### src/rtl/key_uart_sender.sv
// key_uart_sender: merges filtered PS2 make codes and button-latched switch bytes
// into a DEPTH-entry FIFO, drains it through an 8N1 UART transmitter, and keeps a
// shift history of transmitted bytes for the seven-segment scanner.
// Ports: clk/reset (sync, active-high); sw + btn_pulse and keycode + kflag are the
// two push sources; tx is the serial line (idle high); full/empty/count report FIFO
// occupancy; drop_cnt counts refused pushes (saturating); history holds sent bytes,
// [7:0] most recent.
module key_uart_sender #(
  parameter int DEPTH      = 16,
  parameter int DISP_BYTES = 2,
  parameter int CLK_HZ     = 100000000,
  parameter int BAUD       = 9600
) (
  input  logic                    clk,
  input  logic                    reset,
  input  logic [7:0]              sw,
  input  logic                    btn_pulse,
  input  logic [15:0]             keycode,
  input  logic                    kflag,
  output logic                    tx,
  output logic                    full,
  output logic                    empty,
  output logic [$clog2(DEPTH):0]  count,
  output logic [7:0]              drop_cnt,
  output logic [8*DISP_BYTES-1:0] history
);

  localparam int AW  = $clog2(DEPTH);
  localparam int CW  = AW + 1;
  localparam int DIV = CLK_HZ / BAUD;
  localparam int BW  = $clog2(DIV);
  localparam int HW  = 8 * DISP_BYTES;

  localparam logic [CW-1:0] DEPTH_C   = CW'(DEPTH);
  localparam logic [BW-1:0] BAUD_LAST = BW'(DIV - 1);

  typedef enum logic [1:0] {IDLE, START, DATA, STOP} state_t;

  state_t        state;
  logic [BW-1:0] baud_cnt;
  logic [2:0]    bit_idx;
  logic [7:0]    shift_q;

  logic [7:0]    mem [DEPTH];
  logic [AW-1:0] wr_ptr;
  logic [AW-1:0] rd_ptr;

  logic          kreq;
  logic          push_req;
  logic          push_ok;
  logic          pop;
  logic [7:0]    push_dat;
  logic [1:0]    drop_inc;
  logic [8:0]    drop_sum;

  // Break codes (F0 xx) and the F0/E0 prefix bytes themselves are not keys.
  assign kreq = kflag && (keycode[15:8] != 8'hF0) &&
                (keycode[7:0] != 8'hF0) && (keycode[7:0] != 8'hE0);

  // Key byte wins a same-cycle collision; the switch byte is then lost.
  assign push_req = kreq | btn_pulse;
  assign push_dat = kreq ? keycode[7:0] : sw;

  assign pop     = (state == IDLE) && (count != '0);
  assign push_ok = push_req && ((count < DEPTH_C) || pop);

  // Up to two drops per cycle: a collision loser plus a refused push.
  assign drop_inc = {1'b0, push_req & ~push_ok} + {1'b0, kreq & btn_pulse};
  assign drop_sum = {1'b0, drop_cnt} + {7'b0, drop_inc};

  assign full  = (count == DEPTH_C);
  assign empty = (count == '0);

  // Storage needs no reset; pointers and count define what is valid.
  always_ff @(posedge clk) begin
    if (push_ok) begin
      mem[wr_ptr] <= push_dat;
    end
  end

  always_ff @(posedge clk) begin
    if (reset) begin
      wr_ptr   <= '0;
      rd_ptr   <= '0;
      count    <= '0;
      drop_cnt <= '0;
    end else begin
      if (push_ok) begin
        wr_ptr <= wr_ptr + AW'(1);
      end
      if (pop) begin
        rd_ptr <= rd_ptr + AW'(1);
      end
      case ({push_ok, pop})
        2'b10:   count <= count + CW'(1);
        2'b01:   count <= count - CW'(1);
        default: count <= count;
      endcase
      drop_cnt <= drop_sum[8] ? 8'hFF : drop_sum[7:0];
    end
  end

  // tx is registered and updated together with each state change, so the line
  // level always matches the state the FSM is in during that cycle.
  always_ff @(posedge clk) begin
    if (reset) begin
      state    <= IDLE;
      tx       <= 1'b1;
      baud_cnt <= '0;
      bit_idx  <= '0;
      shift_q  <= '0;
      history  <= '0;
    end else begin
      case (state)
        IDLE: begin
          tx       <= 1'b1;
          baud_cnt <= '0;
          if (pop) begin
            shift_q <= mem[rd_ptr];
            state   <= START;
            tx      <= 1'b0;
          end
        end
        START: begin
          if (baud_cnt == BAUD_LAST) begin
            baud_cnt <= '0;
            bit_idx  <= '0;
            state    <= DATA;
            tx       <= shift_q[0];
          end else begin
            baud_cnt <= baud_cnt + BW'(1);
          end
        end
        DATA: begin
          if (baud_cnt == BAUD_LAST) begin
            baud_cnt <= '0;
            if (bit_idx == 3'd7) begin
              state <= STOP;
              tx    <= 1'b1;
            end else begin
              bit_idx <= bit_idx + 3'd1;
              tx      <= shift_q[bit_idx + 3'd1];
            end
          end else begin
            baud_cnt <= baud_cnt + BW'(1);
          end
        end
        STOP: begin
          if (baud_cnt == BAUD_LAST) begin
            baud_cnt <= '0;
            state    <= IDLE;
            // Oldest byte falls off the top; newest lands in [7:0].
            history  <= HW'({history, shift_q});
          end else begin
            baud_cnt <= baud_cnt + BW'(1);
          end
        end
        default: begin
          state <= IDLE;
          tx    <= 1'b1;
        end
      endcase
    end
  end

endmodule

### config.mk
export PLATFORM = sky130hd
export DESIGN_NAME = key_uart_sender
export DESIGN_NICKNAME = d
export VERILOG_FILES = /design/src/rtl/key_uart_sender.sv
export SDC_FILE = /design/constraint.sdc
export NUM_CORES = 1
export LEC_CHECK = 0
export CORE_MARGIN = 1.5
export CORE_UTILIZATION = 53
export DETAILED_ROUTE_END_ITERATION = 12
export PLACE_DENSITY = 0.76
export SLEW_MARGIN = 10
export SYNTH_ARGS = -nofsm -noshare
export SYNTH_HDL_FRONTEND = slang
export SYNTH_SLANG_ARGS = --single-unit
### constraint.sdc
create_clock -name clk -period 3.4 [get_ports clk]
set_input_delay 0.68 -clock clk [delete_from_list [all_inputs] [get_ports clk]]
set_output_delay 0.68 -clock clk [all_outputs]
set_load 0.02 [all_outputs]
==> results by group <==
Placed design
  – Worst slack at placement: -0.178 ns
  – HPWL Detailed: 10,400 µm
  – Count of input and output buffers: 59
  – Gp weighted congestion: 0.760

Logic synthesis
  – Synthesized instance count: 562
  – Proportion of register bits with asynchronous set or reset after synthesis: 0%
  – Prevailing post-synth register cell: edfxtp_1
  – Synth warn: 0
  – Number of enable flip-flop cells after synthesis: 128
  – Fraction of the yosys area taken by sequential cells: 63.7%
  – Commonest cells in the synthesized netlist: edfxtp_1 (128), dfxtp_1 (65), nor2_1 (53)
  – Dominant cell by count in the synthesized netlist: edfxtp_1
  – Net count after synthesis: 607
  – Count of unique library cells instantiated by Yosys: 52
  – Share of the synthesized area in the top cell type: 47.6%
  – Synth Area per Inst: 14.4 µm²
  – Cell area after synthesis: 0.00808 mm²
  – Most area-consuming cells after synthesis: edfxtp_1 (48%), dfxtp_1 (16%), mux4_2 (9.5%)
  – Register bit count reported by yosys: 193
  – Library cell occupying the most area in the post-synthesis netlist: edfxtp_1

Setup path
  – Delay of the slowest cell on the worst path: 0.51 ns
  – Crit-path max FO: 2
  – Critical-path cell list: clkdlybuf4s50_1 > or4_1 > o21a_1 > a21o_1 > inv_2 > ha_1 > xor2_1 > ha_2 > a21oi_1 > or3b_2 > a31oi_1 > xnor2_1 > nor2_1
  – Worst Path Class, Setup: input port to flip-flop
  – Arrival time reported for the critical path endpoint: 3.46 ns
  – Slowest stage cell, crit path: or4_1
  – Required time of the critical path: 3.71 ns
  – Capturing element type of the critical path: flip-flop
  – Critical Path Start Type: input port

Routing
  – Number of DRC markers after the initial detailed-route iteration: 356
  – Count of nets left with antenna violations after detail routing: 0
  – Remaining design rule violation count: 0
  – Average vias per placed instance: 5.85
  – Wirelength per Cell: 18.7 µm
  – Total wire length after detailed routing: 15,600 µm
  – Number of detailed-routing iterations run before antenna repair: 5
  – Vias after detailed routing: 4,861

Power
  – Cell area power density: 634 mW/mm²
  – Total power: 6.01 mW
  – Leakage component of the power: 3.21 nW
  – Peak supply drop: 0.000449 V
  – Part of the total power dissipated in sequential elements: 48.0%
  – Net Sw Power: 1.72 mW
  – Portion of total power attributed to the clock network: 28.8%
  – Fraction of power consumed by combinational cells: 23.1%
  – Internal cell power: 4.29 mW
  – Switching power share of the total: 28.6%

CTS
  – CTS Hold Buffers Added: 0
  – Post-CTS setup-driven buffer insertion count: 0
  – Clock-pin slew of the registers on the worst-case setup and hold paths: 0.06 ns
  – Number of buffers added by the clock tree synthesis step: 17
  – Cts repair resizes: 0
  – CTS Root Buffer Type: clkbuf_16
  – TritonCTS clock tree: done
  – Number of H-tree levels: 4
  – Later-pin clock latency in the skew report: 0.43 ns
  – Clk sink count: 193
  – Buffers from clock root to sink, at most: 2

Global route
  – Overall global routing resource usage: 20.7%
  – Global-route wire length before repair: 25,200 µm
  – Initial antenna violation count: 0
  – Largest net degree at the start of global routing: 35
  – Number of global-route vias before repair: 4,892
  – Congestion Overflow GR: 0

STA
  – Max-slew violation count: 0
  – Unrepaired setup endpoints after global routing: false
  – Number of setup violations in the final report: 0
  – Number of failing hold endpoints at the final stage: 0
  – Max Fclk: 318 MHz
  – Relative slew margins: 21.0%
  – Max Clock Skew: 0.0101 ns
  – Final worst setup slack: 0.251 ns
  – Final clock period utilization by the worst path: 92.6%
  – Final min period: 3.15 ns
  – Actual slew at the worst max-slew pin: 1.18 ns

Floorplan
  – Std cell rows: 44
  – Num ports: 60
  – Die span in y: 126 µm
  – Core Footprint: 0.0147 mm²
  – Initial Util: 55.0%
  – Total die area: 0.0160 mm²
  – X dimension of the die: 126 µm

Outcome
  – Outcome: completed

Run
  – Count of max-cap constraint violations: 0

Final layout
  – Footprint of the flip-flops and latches: 0.00515 mm²
  – Area used by multi-input combinational logic: 0.00275 mm²
  – FILL cells: 1,029
  – Count of nets after finishing: 681
  – Ant. Diodes: 0
  – Area growth from synthesis to layout: 17.2%
  – Share of post-route cells with drive strength above 1: 16.2%

Worst hold path
  – Hold Crit Class: flip-flop to flip-flop
## through the flow
stage | util [%] | area, µm² | hold WS (ns) | setup TNS, ns | std cells
after detailed placement | 60.9 | 8950 | 0.444 | -0.184 | 801
after CTS | 64.3 | 9450 | 0.453 | 0 | 831
after floorplan | - | 8080 | 0.411 | 0 | 562
final | 64.4 | 9470 | 0.452 | 0 | 831
after global routing | 64.4 | 9470 | 0.474 | 0 | 831
after global placement | 60.9 | 8950 | 0.424 | -0.113 | 801
## registers in the layout (all words and copies together) (netlist names), 4 cells and up
name      cells
baud_cnt     14
shift_q       8
wr_ptr        4
drop_cnt      8
rd_ptr        4
mem         128
count         5
history      16
## cells by family after synthesis
group / count (synthesis) / synth area share, %
fa+ha+maj: 17 / 2.73
mux: 72 / 14.3
buf+inv: 44 / 2.51
simple gates: 151 / 9.25
compound gates: 62 / 5.00
xor+xnor: 23 / 2.49
flops: 193 / 63.7
## area by class of cell
type / instances / share of cell area [%]
clock buffers: 19 / 4.57
inverters: 16 / 0.634
multi-input cells: 325 / 29.0
flip-flops and latches: 193 / 54.4
well taps: 184 / 2.43
repair buffers: 83 / 8.27
clock inverters: 11 / 0.714
## power by group through the flow
stage	clock [mW]	combinational, mW	sequential (mW)
finish	1.73	1.39	2.88
floorplan	0	1.05	2.84
CTS	1.75	1.40	2.89
detailed placement	0	1.38	2.93
global route	1.84	1.52	2.91
global placement	0	1.34	2.92
## critical path, delay by kind of cell
family / cells / cell delay (ns)
buffers and inverters: 2 / 0.45
and+or+nand+nor: 3 / 1.02
xor gates and xnor gates: 2 / 0.31
adders and majority gates: 2 / 0.38
AOI/OAI and AO/OA: 4 / 0.64
## cell usage in the layout (no fill, tap or decap), types with 3 or more instances in the layout
cell type	count
and4_1	4
ha_1	15
dfxtp_1	64
buf_4	23
xnor2_1	11
and3_1	4
a31o_1	8
clkinv_2	3
clkbuf_16	17
nand3_1	16
or3_1	7
nor2_1	53
and2_1	5
o21ai_0	6
clkinvlp_4	3
nor3_1	7
clkdlybuf4s50_1	59
nor3_2	3
inv_1	13
nand2_1	28
a21oi_1	27
mux2_2	9
nor2b_1	5
edfxtp_1	128
mux4_2	34
mux2i_1	29
clkinv_1	3
nand4_1	5
o22ai_1	8
nand2b_1	3
xor2_1	12
## metal layers
layer / track usage, % / wire, µm
met5: 0 / 0
met4: 7.71 / 313
met3: 4.60 / 878
met2: 33.9 / 7850
met1: 27.5 / 6520
## worst paths after layout
path                                   from          end  slack [ns]  cells after the start
worst max-delay path             keycode[9]     count[4]        0.25                     13
worst min register to register  baud_cnt[0]  baud_cnt[0]        0.45                      1
worst min-delay path            baud_cnt[0]  baud_cnt[0]        0.45                      1
worst max register to register     state[0]     count[4]        0.47                     14
No activity file was read; power rests on OpenSTA's default activity.
